<file path="src/rtl/asa_riscv_div.sv">
// asa_riscv_div: iterative radix-2 RV32M divider (DIV, DIVU, REM, REMU).
// Produces one quotient bit per cycle. It holds ID with div_busy and hands
// one result word to WB, marked by a single-cycle low pulse on div_bubble.
//
// Handshake: an operation is taken only on a rising edge where the FSM is
// idle, Vld=1 and op_instr is a divide/remainder encoding. Vld is ignored at
// all other times. ID must keep the instruction while div_busy=1. The
// result is valid in the one cycle where div_bubble=0.
module asa_riscv_div #(
  parameter int                    XLEN         = 32,
  parameter int                    ALU_OP_WIDTH = 4,
  parameter logic [ALU_OP_WIDTH-1:0] ALU_DIV    = 4'hC,
  parameter logic [ALU_OP_WIDTH-1:0] ALU_DIVU   = 4'hD,
  parameter logic [ALU_OP_WIDTH-1:0] ALU_REM    = 4'hE,
  parameter logic [ALU_OP_WIDTH-1:0] ALU_REMU   = 4'hF
) (
  input  logic                    clk,
  input  logic                    rstn,
  input  logic                    Vld,
  input  logic [ALU_OP_WIDTH-1:0] op_instr,
  input  logic [XLEN-1:0]         opA,
  input  logic [XLEN-1:0]         opB,
  output logic                    div_busy,
  output logic                    div_bubble,
  output logic [XLEN-1:0]         div_r,
  output logic [1:0]              o_dbg_state
);

  localparam int CNT_W = $clog2(XLEN);
  localparam logic [XLEN-1:0] MIN_NEG = {1'b1, {(XLEN-1){1'b0}}};

  typedef enum logic [1:0] {
    ST_IDLE = 2'd0,
    ST_CALC = 2'd1,
    ST_FIX  = 2'd2
  } state_t;

  state_t            r_state;
  logic [CNT_W-1:0]  r_cnt;
  logic [XLEN-1:0]   r_div_r;
  logic              r_bubble;
  logic              r_busy;
  // r_quot starts out holding the dividend magnitude. Dividend bits leave at
  // the top while quotient bits enter at the bottom.
  logic [XLEN-1:0]   r_quot;
  logic [XLEN-1:0]   r_rem;
  logic [XLEN-1:0]   r_dvsr;
  logic              r_is_rem;
  logic              r_neg_q;
  logic              r_neg_r;

  logic              w_op_ok;
  logic              w_signed;
  logic              w_is_rem;
  logic [XLEN-1:0]   w_abs_a;
  logic [XLEN-1:0]   w_abs_b;
  logic [XLEN:0]     w_shift_rem;
  logic [XLEN:0]     w_trial;
  logic [XLEN-1:0]   w_q_fixed;
  logic [XLEN-1:0]   w_r_fixed;
  logic [XLEN-1:0]   w_result;

  assign w_op_ok  = (op_instr == ALU_DIV) || (op_instr == ALU_DIVU) ||
                    (op_instr == ALU_REM) || (op_instr == ALU_REMU);
  assign w_signed = (op_instr == ALU_DIV) || (op_instr == ALU_REM);
  assign w_is_rem = (op_instr == ALU_REM) || (op_instr == ALU_REMU);

  // Magnitudes: signed ops use the two's-complement absolute value.
  assign w_abs_a = (w_signed && opA[XLEN-1]) ? -opA : opA;
  assign w_abs_b = (w_signed && opB[XLEN-1]) ? -opB : opB;

  // Restoring step. The remainder is always below the divisor, so the
  // XLEN+1-bit trial difference is non-negative exactly when its MSB is 0.
  assign w_shift_rem = {r_rem, r_quot[XLEN-1]};
  assign w_trial     = w_shift_rem - {1'b0, r_dvsr};

  assign w_q_fixed = r_neg_q ? -r_quot : r_quot;
  assign w_r_fixed = r_neg_r ? -r_rem  : r_rem;
  assign w_result  = r_is_rem ? w_r_fixed : w_q_fixed;

  assign div_busy    = r_busy;
  assign div_bubble  = r_bubble;
  assign div_r       = r_div_r;
  assign o_dbg_state = r_state;

  // Divider FSM: accept, iterate, sign-fix, and register the outputs.
  always_ff @(posedge clk) begin
    if (!rstn) begin
      r_state  <= ST_IDLE;
      r_cnt    <= '0;
      r_div_r  <= '0;
      r_bubble <= 1'b1;
      r_busy   <= 1'b0;
      r_quot   <= '0;
      r_rem    <= '0;
      r_dvsr   <= '0;
      r_is_rem <= 1'b0;
      r_neg_q  <= 1'b0;
      r_neg_r  <= 1'b0;
    end else begin
      r_bubble <= 1'b1;
      case (r_state)
        ST_IDLE: begin
          if (Vld && w_op_ok) begin
            r_busy   <= 1'b1;
            r_is_rem <= w_is_rem;
            if (opB == '0) begin
              // Divide by zero: no iteration and no sign correction.
              r_quot  <= '1;
              r_rem   <= opA;
              r_neg_q <= 1'b0;
              r_neg_r <= 1'b0;
              r_state <= ST_FIX;
            end else if (w_signed && (opA == MIN_NEG) && (opB == '1)) begin
              // Signed overflow: the result is fixed by the ISA.
              r_quot  <= MIN_NEG;
              r_rem   <= '0;
              r_neg_q <= 1'b0;
              r_neg_r <= 1'b0;
              r_state <= ST_FIX;
            end else begin
              r_quot  <= w_abs_a;
              r_rem   <= '0;
              r_dvsr  <= w_abs_b;
              r_neg_q <= w_signed && (opA[XLEN-1] ^ opB[XLEN-1]);
              r_neg_r <= w_signed && opA[XLEN-1];
              r_cnt   <= CNT_W'(XLEN - 1);
              r_state <= ST_CALC;
            end
          end
        end
        ST_CALC: begin
          if (!w_trial[XLEN]) begin
            r_rem  <= w_trial[XLEN-1:0];
            r_quot <= {r_quot[XLEN-2:0], 1'b1};
          end else begin
            r_rem  <= w_shift_rem[XLEN-1:0];
            r_quot <= {r_quot[XLEN-2:0], 1'b0};
          end
          if (r_cnt == '0) begin
            r_state <= ST_FIX;
          end else begin
            r_cnt <= r_cnt - 1'b1;
          end
        end
        ST_FIX: begin
          r_div_r  <= w_result;
          r_bubble <= 1'b0;
          r_busy   <= 1'b0;
          r_state  <= ST_IDLE;
        end
        default: begin
          r_state <= ST_IDLE;
        end
      endcase
    end
  end

endmodule

</file>
<file path="config.mk">
export PLATFORM = sky130hd
export DESIGN_NAME = asa_riscv_div
export DESIGN_NICKNAME = d
export VERILOG_FILES = /design/src/rtl/asa_riscv_div.sv
export SDC_FILE = /design/constraint.sdc
export NUM_CORES = 1
export LEC_CHECK = 0
export ABC_AREA = 1
export CORE_AREA = 2 2 158 144
export CTS_CLUSTER_SIZE = 30
export DETAILED_ROUTE_END_ITERATION = 8
export DIE_AREA = 0 0 160 146
export PLACE_DENSITY = 0.81
export SYNTH_ARGS = -nofsm -noshare
export SYNTH_HDL_FRONTEND = slang
export SYNTH_SLANG_ARGS = --single-unit
</file>
<file path="constraint.sdc">
create_clock -name clk -period 2.7 [get_ports clk]
set_clock_uncertainty 0.1 [all_clocks]
set_input_delay 0.27 -clock clk [delete_from_list [all_inputs] [get_ports clk]]
set_output_delay 0.27 -clock clk [all_outputs]
set_load 0.005 [all_outputs]
</file>
==> flow_summary.yaml <==
power:
  pwr-share-comb_pct: 42.2
  p_per_area_nw_per_um2: 536
  p_int_mw: 4.76
  power.leakage_nw: 7.72
  seq_power_share_pct: 28.3
  power.switching_mw: 3.49
  switching_share_pct: 42.3
  vdd_ir_drop_max_mv: 0.450
  p_clk_share_pct: 29.5
synth:
  yosys_warnings: 0
  synthFlopType: "dfxtp_1"
  postSynthAreaPerCell_sq_um: 5.75
  postSynthCellCount: 2230
  ys_async_sr_fraction_pct: 0
  yosysTopAreaCell: "dfxtp_1"
  synth_cell_types: 49
  synth_area_leaders: "dfxtp_1, nand2_1, inv_1"
  syn_area_sq_um: 12800
  post-synth-top-area-fraction_pct: 21.9
  synth_edf_count: 0
  yosysSeqAreaShare_pct: 21.9
  synth_seq_cells: 140
  syn-num-nets: 2341
grt:
  overflow: 0
  top_usage_layer: "met2"
  grt_use_met3_pct: 8.01
  antenna_found_initial: 1
  grtUsageMet2_pct: 57.3
  grt_max_degree: 68
  use_met1_pct: 54.5
  grt_pass1_vias: 13831
  grt_pass1_wl_mm: 71.8
  grtUsageTotal_pct: 38.5
timing:
  finalSetupViolCount: 0
  hold_violations: 0
  setup_tns_ps: 0
  layout_min_cycle_time_ps: 2560
  slew_viol_final: 0
  finalCritPeriodShare_pct: 94.9
  relSlewSlack_pct: 50.6
  worst_slack_ps: 137
  tightest_slew_ps: 734
  timing.fmax_mhz: 390
run_status:
  outcome: "complete, no violations"
clocking:
  ctsHtreeMaxLevel: 4
  clockBufferDepth: 2
  cts_sinks: 140
  cts_hold_buf: 0
  clk_pin_slew_ps: 70
  clock_latency_ps: 450
  cts_tree: "yes"
  cts_root_buf: "clkbuf_16"
  tritoncts.num_buffers: 17
detailed_routing:
  drc: 0
  wl_mm: 46.4
  vias_per_cell: 5.68
  drt_pre_antenna_iters: 6
  vias: 15201
  drtAntennaViolNets: 0
  wl_per_cell_microns: 17.3
  drt_iter0_markers: 1866
critical_path:
  crit_required_ps: 2980
  crit_chain: "inv_1, ha_1, fa_2, inv_1, nand3_1, nand2_1, nand2_1, nand2_2, nand2_1, nand2_2, nand2_2, nand2_2, nand2_4, nand2_8, buf_6, nand2_1, nand2_1, nand2_1, a21oi_2"
  cp_data_arrival_time_ps: 2840
  crit_path_start_kind: "flip-flop"
  end_kind: "flip-flop"
  cp_top_family: "simple AND/OR/NAND/NOR gates"
  slowest_stage: "fa_2"
  path_class: "reg -> reg"
  critPathMaxStageDelay_ps: 360
  crit_path_frequent_cell: "nand2_1"
  path_max_fanout: 8
  crit_buf_inv: 3
placement:
  hpwl_mm: 36.6
  place_congestion: 1.07
  place_area_sq_um: 14600
  dp_slack_ps: 46.4
  io_buffers: 106
cells_and_area:
  final_area_sq_um: 15400
  area_growth_pct: 20.2
  n_antenna_cell: 0
  fin_util_pct: 71.4
  fin_nets: 2484
  drive_above_1_share_pct: 9.64
floorplanning:
  core_region_area_sq_um: 21600
  die_area_sq_um: 23400
  start_util_pct: 59.4
  die_w_microns: 160
  die_h_microns: 146
  ioPinCount: 107
  rows: 51
worst_hold_path:
  hold_path.class: "in -> reg"
job:
  cap_violations: 0
[metal layers]
metal	vias to the layer above	share of wire (%)
met3	130	11
met2	870	42
met1	6822	43
met5	-	0
li1	7379	-
met4	0	3.8
[power by group through the flow]
stage	Sequential (mW)	Combinational, mW	Clock, mW
after floorplan	2.32	2.15	0
after global placement	2.37	3.07	0
after detailed placement	2.37	3.13	0
after CTS	2.32	3.15	2.44
after global routing	2.34	3.84	2.53
final	2.34	3.48	2.43
[area by class of cell]
class                   instances  area [sq um]
repair buffers                200          1920
inverters                     390          1460
clock inverters                15           165
clock buffers                  17           425
well taps                     291           364
multi-input cells            1624          8260
fillers                      1955          6160
flip-flops and latches        140          2810
[timing repair]
item,in CTS,in global routing
setup buffers,0,2
gates resized for setup,0,22
setup endpoints to repair,0,32
[logic make-up (layout without fill, tap and decap cells)]
| group | Yosys count | count (layout) | share of synthesized area (%) |
|---|---|---|---|
| compound gates | 347 | 347 | 16.0 |
| xor+xnor | 70 | 70 | 4.78 |
| fa+ha+maj | 40 | 40 | 3.96 |
| buf+inv | 466 | 622 | 14.4 |
| flops | 140 | 140 | 21.9 |
| mux | 1 | 1 | 0.0781 |
| simple gates | 1166 | 1166 | 38.9 |
[cells in the final DEF (no fill, tap or decap), types with 3 or more instances in the layout]
master           count
inv_8                5
a21oi_2             33
nand2_4              5
nand3_1            182
ha_1                37
xor2_1              59
nor3_1              30
buf_4               81
inv_1              377
nand3_4              3
inv_6                7
inv_2               12
nand2_2             10
o21ai_0            108
o21bai_1            11
o31ai_1              4
nor2_4               6
nor3_2               3
nor2_1             212
dfxtp_2              4
xnor2_1             11
nand3_2              3
a21oi_1            113
o221ai_1            22
nor4_1               8
nand4_1             37
dfxtp_1            136
nor2_2               9
o2111ai_1            7
or2_2                7
clkdlybuf4s50_1    105
nand2_1            641
o211ai_1            11
clkbuf_16           20
buf_12               8
nand3b_1             4
o21ai_1             30
[worst paths after layout]
path | startpoint | end | slack, ps | cells past startpoint
worst max register to register | r_quot[31] | r_rem[30] | 140 | 19
worst min-delay path | rstn | div_bubble | 230 | 2
worst min register to register | r_cnt[1] | r_cnt[1] | 380 | 2
worst max-delay path | r_quot[31] | r_rem[30] | 140 | 19
[cells in the mapped netlist (2+ instances only)]
library cell  instances
o21ai_1              30
o2111ai_1             7
nand2_4               3
nand2_2               8
buf_2                15
o21ai_0             108
nand4_1              37
dfxtp_1             140
nand3b_1              4
clkbuf_1             44
or2_2                 7
ha_1                 39
nor2_4                5
nor2_1              212
a21oi_1             114
buf_4                 6
nor3_1               30
o221ai_1             22
buf_6                 7
nand3_2               3
a21oi_2              33
o21bai_1             11
a31oi_1               2
buf_1                 4
nor2_2               10
nand2_1             646
nand3_1             183
inv_2                11
nor3_2                3
inv_1               378
xor2_1               59
o211ai_1             11
nor4_1                8
nand3_4               2
xnor2_1              11
o31ai_1               4
[sequential cells by signal, summed over array words and instances, names as in the netlist]
register     cells
r_rem           32
div_r           32
r_quot          32
r_cnt            5
r_is_rem         1
o_dbg_state      2
r_neg_q          1
div_busy         1
r_dvsr          32
r_neg_r          1
div_bubble       1
[through the flow]
| stage | power [mW] | hold WS [ps] | std cells |
|---|---|---|---|
| 6_report | 8.25 | 234 | 2677 |
| 5_1_grt | 8.71 | 241 | 2677 |
| 4_1_cts | 7.92 | 222 | 2671 |
| 3_5_place_dp | 5.50 | 352 | 2639 |
| 3_3_place_gp | 5.44 | 349 | 2639 |
| 2_1_floorplan | 4.47 | 312 | 2230 |
No activity file was read; power rests on OpenSTA's default activity.
